**src/rtl/rand_healthchk_if.sv**
```systemverilog
// Stream bundle for the health checker: 256-bit words in, 64-bit beats out.
// The master side feeds words and sinks beats; the slave side is the checker.
interface rand_healthchk_if;
  logic [255:0] rand_in;
  logic         rand_vld;
  logic         rand_take;
  logic [63:0]  out_data;
  logic         out_vld;
  logic         out_rdy;

  modport master (
    output rand_in, rand_vld, out_rdy,
    input  rand_take, out_data, out_vld
  );

  modport slave (
    input  rand_in, rand_vld, out_rdy,
    output rand_take, out_data, out_vld
  );
endinterface

```
**src/rtl/rand_healthchk.sv**
```systemverilog
// Online health tests (repetition + monobit balance) on 256-bit random words.
// Words that pass are forwarded as four 64-bit beats, MSB beat first.
module rand_healthchk #(
  parameter int WIN       = 64,
  parameter int BAL_TOL   = 512,
  parameter int REP_LIMIT = 1
) (
  input  logic            clk,
  input  logic            rstn,
  rand_healthchk_if.slave bus,
  input  logic            clear_fail,
  output logic            health_ok,
  output logic            fail_rep,
  output logic            fail_bal,
  output logic            win_done
);
  typedef enum logic [1:0] {ST_WARMUP, ST_RUN, ST_FAIL} state_t;

  localparam int               WIN_W    = (WIN > 1) ? $clog2(WIN) : 1;
  localparam logic [WIN_W-1:0] WIN_LAST = WIN_W'(WIN - 1);

  state_t           state_q, state_d;
  logic             buf_vld_q, buf_vld_d;
  logic [1:0]       beat_q, beat_d;
  logic [255:0]     word_q, word_d;
  logic [255:0]     prev_word_q, prev_word_d;
  logic             prev_vld_q, prev_vld_d;
  logic [3:0]       rep_cnt_q, rep_cnt_d;
  logic [WIN_W-1:0] win_cnt_q, win_cnt_d;
  logic [15:0]      ones_acc_q, ones_acc_d;
  logic             fail_rep_q, fail_rep_d;
  logic             fail_bal_q, fail_bal_d;
  logic             win_done_q, win_done_d;
  logic             health_ok_q, health_ok_d;

  logic               accept, take;
  logic               rep_match, rep_bad, bal_bad, win_last;
  logic [3:0]         rep_next;
  logic [8:0]         pop;
  logic [16:0]        total;
  logic signed [18:0] dev, dev_abs;
  logic [63:0]        beat_slice [4];

  for (genvar gi = 0; gi < 4; gi++) begin : g_beat
    assign beat_slice[gi] = word_q[255-64*gi -: 64];
  end

  always_comb begin
    pop = '0;
    for (int i = 0; i < 256; i++) begin
      pop = pop + 9'(bus.rand_in[i]);
    end
  end

  always_comb begin
    state_d     = state_q;
    buf_vld_d   = buf_vld_q;
    beat_d      = beat_q;
    word_d      = word_q;
    prev_word_d = prev_word_q;
    prev_vld_d  = prev_vld_q;
    rep_cnt_d   = rep_cnt_q;
    win_cnt_d   = win_cnt_q;
    ones_acc_d  = ones_acc_q;
    fail_rep_d  = fail_rep_q;
    fail_bal_d  = fail_bal_q;
    win_done_d  = 1'b0;

    unique case (state_q)
      ST_WARMUP: accept = 1'b1;
      // Refill on the final beat's handshake so consecutive words flow without a bubble.
      ST_RUN:    accept = !buf_vld_q || (beat_q == 2'd3 && bus.out_rdy);
      default:   accept = 1'b0;
    endcase
    take = bus.rand_vld && accept;

    rep_match = prev_vld_q && (bus.rand_in == prev_word_q);
    rep_next  = rep_match ? rep_cnt_q + 4'd1 : 4'd0;
    rep_bad   = rep_match && (rep_next >= 4'(REP_LIMIT));

    win_last = (win_cnt_q == WIN_LAST);
    total    = {1'b0, ones_acc_q} + 17'(pop);
    dev      = $signed({2'b00, total}) - $signed(19'(WIN * 128));
    dev_abs  = dev[18] ? -dev : dev;
    bal_bad  = win_last && (dev_abs > $signed(19'(BAL_TOL)));

    if (buf_vld_q && bus.out_rdy) begin
      if (beat_q == 2'd3) begin
        buf_vld_d = 1'b0;
        beat_d    = 2'd0;
      end else begin
        beat_d = beat_q + 2'd1;
      end
    end

    if (take) begin
      prev_word_d = bus.rand_in;
      prev_vld_d  = 1'b1;
      rep_cnt_d   = rep_next;
      if (win_last) begin
        win_cnt_d  = '0;
        ones_acc_d = '0;
        win_done_d = 1'b1;
      end else begin
        win_cnt_d  = win_cnt_q + WIN_W'(1);
        ones_acc_d = total[15:0];
      end

      if (rep_bad || bal_bad) begin
        fail_rep_d = fail_rep_q | rep_bad;
        fail_bal_d = fail_bal_q | bal_bad;
        state_d    = ST_FAIL;
        buf_vld_d  = 1'b0;
        beat_d     = 2'd0;
      end else if (state_q == ST_RUN) begin
        word_d    = bus.rand_in;
        buf_vld_d = 1'b1;
        beat_d    = 2'd0;
      end else if (win_last) begin
        state_d = ST_RUN;
      end
    end

    if (state_q == ST_FAIL && clear_fail) begin
      state_d    = ST_WARMUP;
      fail_rep_d = 1'b0;
      fail_bal_d = 1'b0;
      rep_cnt_d  = '0;
      prev_vld_d = 1'b0;
      win_cnt_d  = '0;
      ones_acc_d = '0;
    end

    health_ok_d = (state_d == ST_RUN);
  end

  always_ff @(posedge clk or negedge rstn) begin
    if (!rstn) begin
      state_q     <= ST_WARMUP;
      buf_vld_q   <= 1'b0;
      beat_q      <= 2'd0;
      word_q      <= '0;
      prev_word_q <= '0;
      prev_vld_q  <= 1'b0;
      rep_cnt_q   <= '0;
      win_cnt_q   <= '0;
      ones_acc_q  <= '0;
      fail_rep_q  <= 1'b0;
      fail_bal_q  <= 1'b0;
      win_done_q  <= 1'b0;
      health_ok_q <= 1'b0;
    end else begin
      state_q     <= state_d;
      buf_vld_q   <= buf_vld_d;
      beat_q      <= beat_d;
      word_q      <= word_d;
      prev_word_q <= prev_word_d;
      prev_vld_q  <= prev_vld_d;
      rep_cnt_q   <= rep_cnt_d;
      win_cnt_q   <= win_cnt_d;
      ones_acc_q  <= ones_acc_d;
      fail_rep_q  <= fail_rep_d;
      fail_bal_q  <= fail_bal_d;
      win_done_q  <= win_done_d;
      health_ok_q <= health_ok_d;
    end
  end

  assign bus.rand_take = take;
  assign bus.out_vld   = buf_vld_q;
  assign bus.out_data  = buf_vld_q ? beat_slice[beat_q] : 64'd0;
  assign health_ok     = health_ok_q;
  assign fail_rep      = fail_rep_q;
  assign fail_bal      = fail_bal_q;
  assign win_done      = win_done_q;
endmodule

```
**src/flat_wrapper.sv**
```systemverilog
// flat-port wrapper written by rule: the top's interface ports become plain ports
module rand_healthchk_flat 
#(
  parameter int WIN       = 64,
  parameter int BAL_TOL   = 512,
  parameter int REP_LIMIT = 1
)
  (clk, rstn, clear_fail, health_ok, fail_rep, fail_bal, win_done, bus_rand_in, bus_rand_vld, bus_out_rdy, bus_rand_take, bus_out_data, bus_out_vld);
  rand_healthchk_if bus_i ();
  input  logic clk;
  input  logic rstn;
  input  logic clear_fail;
  output logic health_ok;
  output logic fail_rep;
  output logic fail_bal;
  output logic win_done;
  input wire logic [$bits(bus_i.rand_in)-1:0] bus_rand_in;
  input wire logic [$bits(bus_i.rand_vld)-1:0] bus_rand_vld;
  input wire logic [$bits(bus_i.out_rdy)-1:0] bus_out_rdy;
  output wire logic [$bits(bus_i.rand_take)-1:0] bus_rand_take;
  output wire logic [$bits(bus_i.out_data)-1:0] bus_out_data;
  output wire logic [$bits(bus_i.out_vld)-1:0] bus_out_vld;
  assign bus_i.rand_in = bus_rand_in;
  assign bus_i.rand_vld = bus_rand_vld;
  assign bus_i.out_rdy = bus_out_rdy;
  assign bus_rand_take = bus_i.rand_take;
  assign bus_out_data = bus_i.out_data;
  assign bus_out_vld = bus_i.out_vld;
  rand_healthchk #(.WIN(WIN), .BAL_TOL(BAL_TOL), .REP_LIMIT(REP_LIMIT)) u_core (.clk(clk), .rstn(rstn), .bus(bus_i), .clear_fail(clear_fail), .health_ok(health_ok), .fail_rep(fail_rep), .fail_bal(fail_bal), .win_done(win_done));
endmodule
```
**config.mk**
```make
export PLATFORM = sky130hd
export DESIGN_NAME = rand_healthchk_flat
export DESIGN_NICKNAME = d
export VERILOG_FILES = /design/src/rtl/rand_healthchk_if.sv /design/src/rtl/rand_healthchk.sv /design/src/flat_wrapper.sv
export SDC_FILE = /design/constraint.sdc
export NUM_CORES = 1
export LEC_CHECK = 0
export CORE_MARGIN = 5
export CORE_UTILIZATION = 58
export DETAILED_ROUTE_END_ITERATION = 7
export PLACE_DENSITY = 0.81
export SLEW_MARGIN = 20
export SYNTH_ARGS = -nofsm -noshare
export SYNTH_HDL_FRONTEND = slang
export SYNTH_SLANG_ARGS = --single-unit
export TNS_END_PERCENT = 5
```
**constraint.sdc**
```tcl
create_clock -name clk -period 5.15 [get_ports clk]
set_input_delay 0.7725 -clock clk [delete_from_list [all_inputs] [get_ports clk]]
set_output_delay 0.7725 -clock clk [all_outputs]
set_load 0.01 [all_outputs]
```
==> impl_metrics.yaml <==
synth:
  synthFlopType: "dfrtp_1"
  yosysWarnings: 0
  synth_edf_count: 0
  synthesis.area_sq_um: 35000
  ys_types: 79
  avgSynthCellArea_sq_um: 11.1
  synthArstFlopShare: 1.00
  syn_inst: 3151
  ys_seq_elements: 548
  synth_sequential_area_ratio: 0.392
  synth_nets: 3709
floorplan:
  io_pins: 331
  num_rows: 90
  dieHeight_microns: 256
  start_util: 0.582
  die_x_microns: 256
  die_area_sq_um: 65400
  core_area_sq_um: 60100
grt:
  first_global_vias: 31300
  grt_max_degree: 214
  grt_pass1_wl_microns: 229000
  antenna_found_initial: 11
  globalRouteOverflowTotal: 0
  grt.total_usage: 0.493
critical_path:
  ff2ff_path_depth: 19
  critPathMaxStageDelay_ns: 0.67
  cpMostUsedCell: "fa_1"
  startpoint_type: "primary input"
  cp_top_family: "adder cells"
  path_depth: 38
  crit_slowest_cell: "fa_2"
  path_max_fanout: 18
  required_ns: 5.68
  worstPathArrival_ns: 12.04
  crit_type: "primary input to flop"
  endpoint_kind: "flop"
  path_buf_inv: 7
clock_tree:
  cts_buffers: 59
  insertion_delay_ns: 0.66
  max-clock-path-buffers: 3
  clock-sinks: 548
  cts_tree: "built"
  ctsHoldBuffers: 0
  root_buffer: "clkbuf_16"
  path_clk_slew_ns: 0.06
  htree_levels: 2
sta:
  skew_ns: 0.0162
  drv_slew: 0
  rsz0062_at_grt: "yes"
  finalCritPeriodShare: 2.23
  setup_viol: 279
  maxSlewHeadroom: 0.188
  hold_viol_final: 0
  tightest_slew_ns: 1.22
  worst_slack_ns: -6.35
  final.min_clock_period_ns: 11.50
  hold-worst-slack_ns: 0.165
  fmax_mhz: 86.9
routing:
  drtAntennaViolNets: 0
  drc_errors: 0
  first_pass_iters: 8
  drtIter0Drc: 4348
  wirelength_microns: 166000
  viasPerCell: 6.38
  vias: 30700
  wl_per_cell_microns: 34.4
final_layout:
  drive_above_1_share: 0.309
  multi_input_area_sq_um: 19400
  final_cell_mix: "dfrtp_1 (545), nand2_1 (506), buf_4 (481)"
  seqCellArea_sq_um: 13700
  final_common_cell: "dfrtp_1"
  utilization: 0.767
  area_growth_pct: 31.7
  fillers: 3600
  layout.nets: 4539
status:
  status: "complete, but fails checks"
  violations: "negative setup slack"
place:
  place_hpwl_microns: 126000
  globalplace.congestion: 1.10
  numPortBuffers: 330
hold_path:
  hold_path_class: "primary input to asynchronous set/reset pin"
job:
  max_cap_viol_count: 0
## final cells by class
class,count,area share
antenna,5,0.000271
clock buffer,76,0.0365
clock inverter,36,0.0140
inverter,425,0.0351
multi-input combinational,2060,0.421
sequential,548,0.298
tap,782,0.0212
timing repair buffer,887,0.175
## path summary, 6_finish.rpt
kind	start	to	slack [ns]
worst max-delay path	bus_rand_in[14]	u_core.beat_slice[37]	-6.35
worst max register to register	u_core.prev_word_q[158]	u_core.beat_slice[213]	0.37
min in group clk	bus_rand_in[78]	u_core.beat_slice[78]	0.36
worst min register to register	u_core.state_q[1]	u_core.health_ok	0.46
worst min-delay path	rstn	u_core.beat_slice[164]	0.16
max in group asynchronous	rstn	u_core.beat_slice[203]	3.76
## cells in the mapped netlist, types with 6 or more instances
cell,n,area (sq um)
a2111oi_0,32,280
a21o_1,8,60.1
a21oi_1,23,115
a22o_1,6,52.6
and2_1,68,425
buf_1,11,41.3
buf_12,22,440
clkbuf_1,75,282
dfrtp_1,548,13700
fa_1,243,4860
ha_1,54,676
inv_1,425,1600
mux2_1,16,180
mux2_4,240,3600
mux4_2,64,1440
nand2_1,509,1910
nand2b_1,87,544
nand3_1,20,100
nand4_1,60,375
nor2_1,26,97.6
nor2b_1,96,601
nor3_1,14,70.1
nor4_1,31,194
o2111ai_1,19,166
o21ai_0,188,941
o22ai_1,24,150
or4_1,7,52.6
xnor2_1,56,490
xor2_1,68,596
## per-layer routing
metal,routed length (microns),vias up,part of all wire,GRT usage
met5,50,-,0.00030,0
met4,16800,6,0.10,0.339
met3,20100,741,0.12,0.146
met2,71200,2536,0.43,0.739
met1,57800,15400,0.35,0.622
li1,-,12100,-,-
## through the flow
| step | setup TNS [ns] | area, sq um | setup slack [ns] | std cells |
|---|---|---|---|---|
| floorplan | -1520.27 | 35100 | -5.59 | 3151 |
| global placement | -1885.52 | 42800 | -6.96 | 4661 |
| detailed placement | -1939.44 | 42800 | -7.19 | 4661 |
| CTS | -1609.80 | 45900 | -6.07 | 4802 |
| global route | -1734.15 | 46100 | -6.49 | 4814 |
| finish | -1695.51 | 46100 | -6.35 | 4819 |
## sequential cells by signal, summed over array words and instances (netlist names)
| signal | cells |
|---|---|
| u_core.win_done | 1 |
| u_core.health_ok | 1 |
| u_core.win_cnt_q | 6 |
| u_core.beat_slice | 256 |
| u_core.fail_rep | 1 |
| u_core.ones_acc_q | 16 |
| u_core.beat_q | 2 |
| u_core.bus.out_vld | 1 |
| u_core.rep_cnt_q | 4 |
| u_core.prev_word_q | 256 |
| u_core.prev_vld_q | 1 |
| u_core.state_q | 2 |
| u_core.fail_bal | 1 |
## what timing repair did
action | 4_1_cts | 5_1_grt
gates resized for setup | 395 | 150
gates cloned | 7 | 1
setup endpoints to repair | 279 | 279
setup buffers | 23 | 12
pin swaps | 125 | 77
## logic make-up after synthesis
| group | share of synthesized area |
|---|---|
| and+or+nand+nor | 0.132 |
| adders and majority gates | 0.158 |
| AOI/OAI and AO/OA | 0.0679 |
| muxes | 0.149 |
| DFF | 0.392 |
| xor gates and xnor gates | 0.0310 |
| buffers and inverters | 0.0701 |
Power is left out: the tool's default activity adds up to more than one toggle a clock period on the data nets, which glitch-free logic cannot reach.
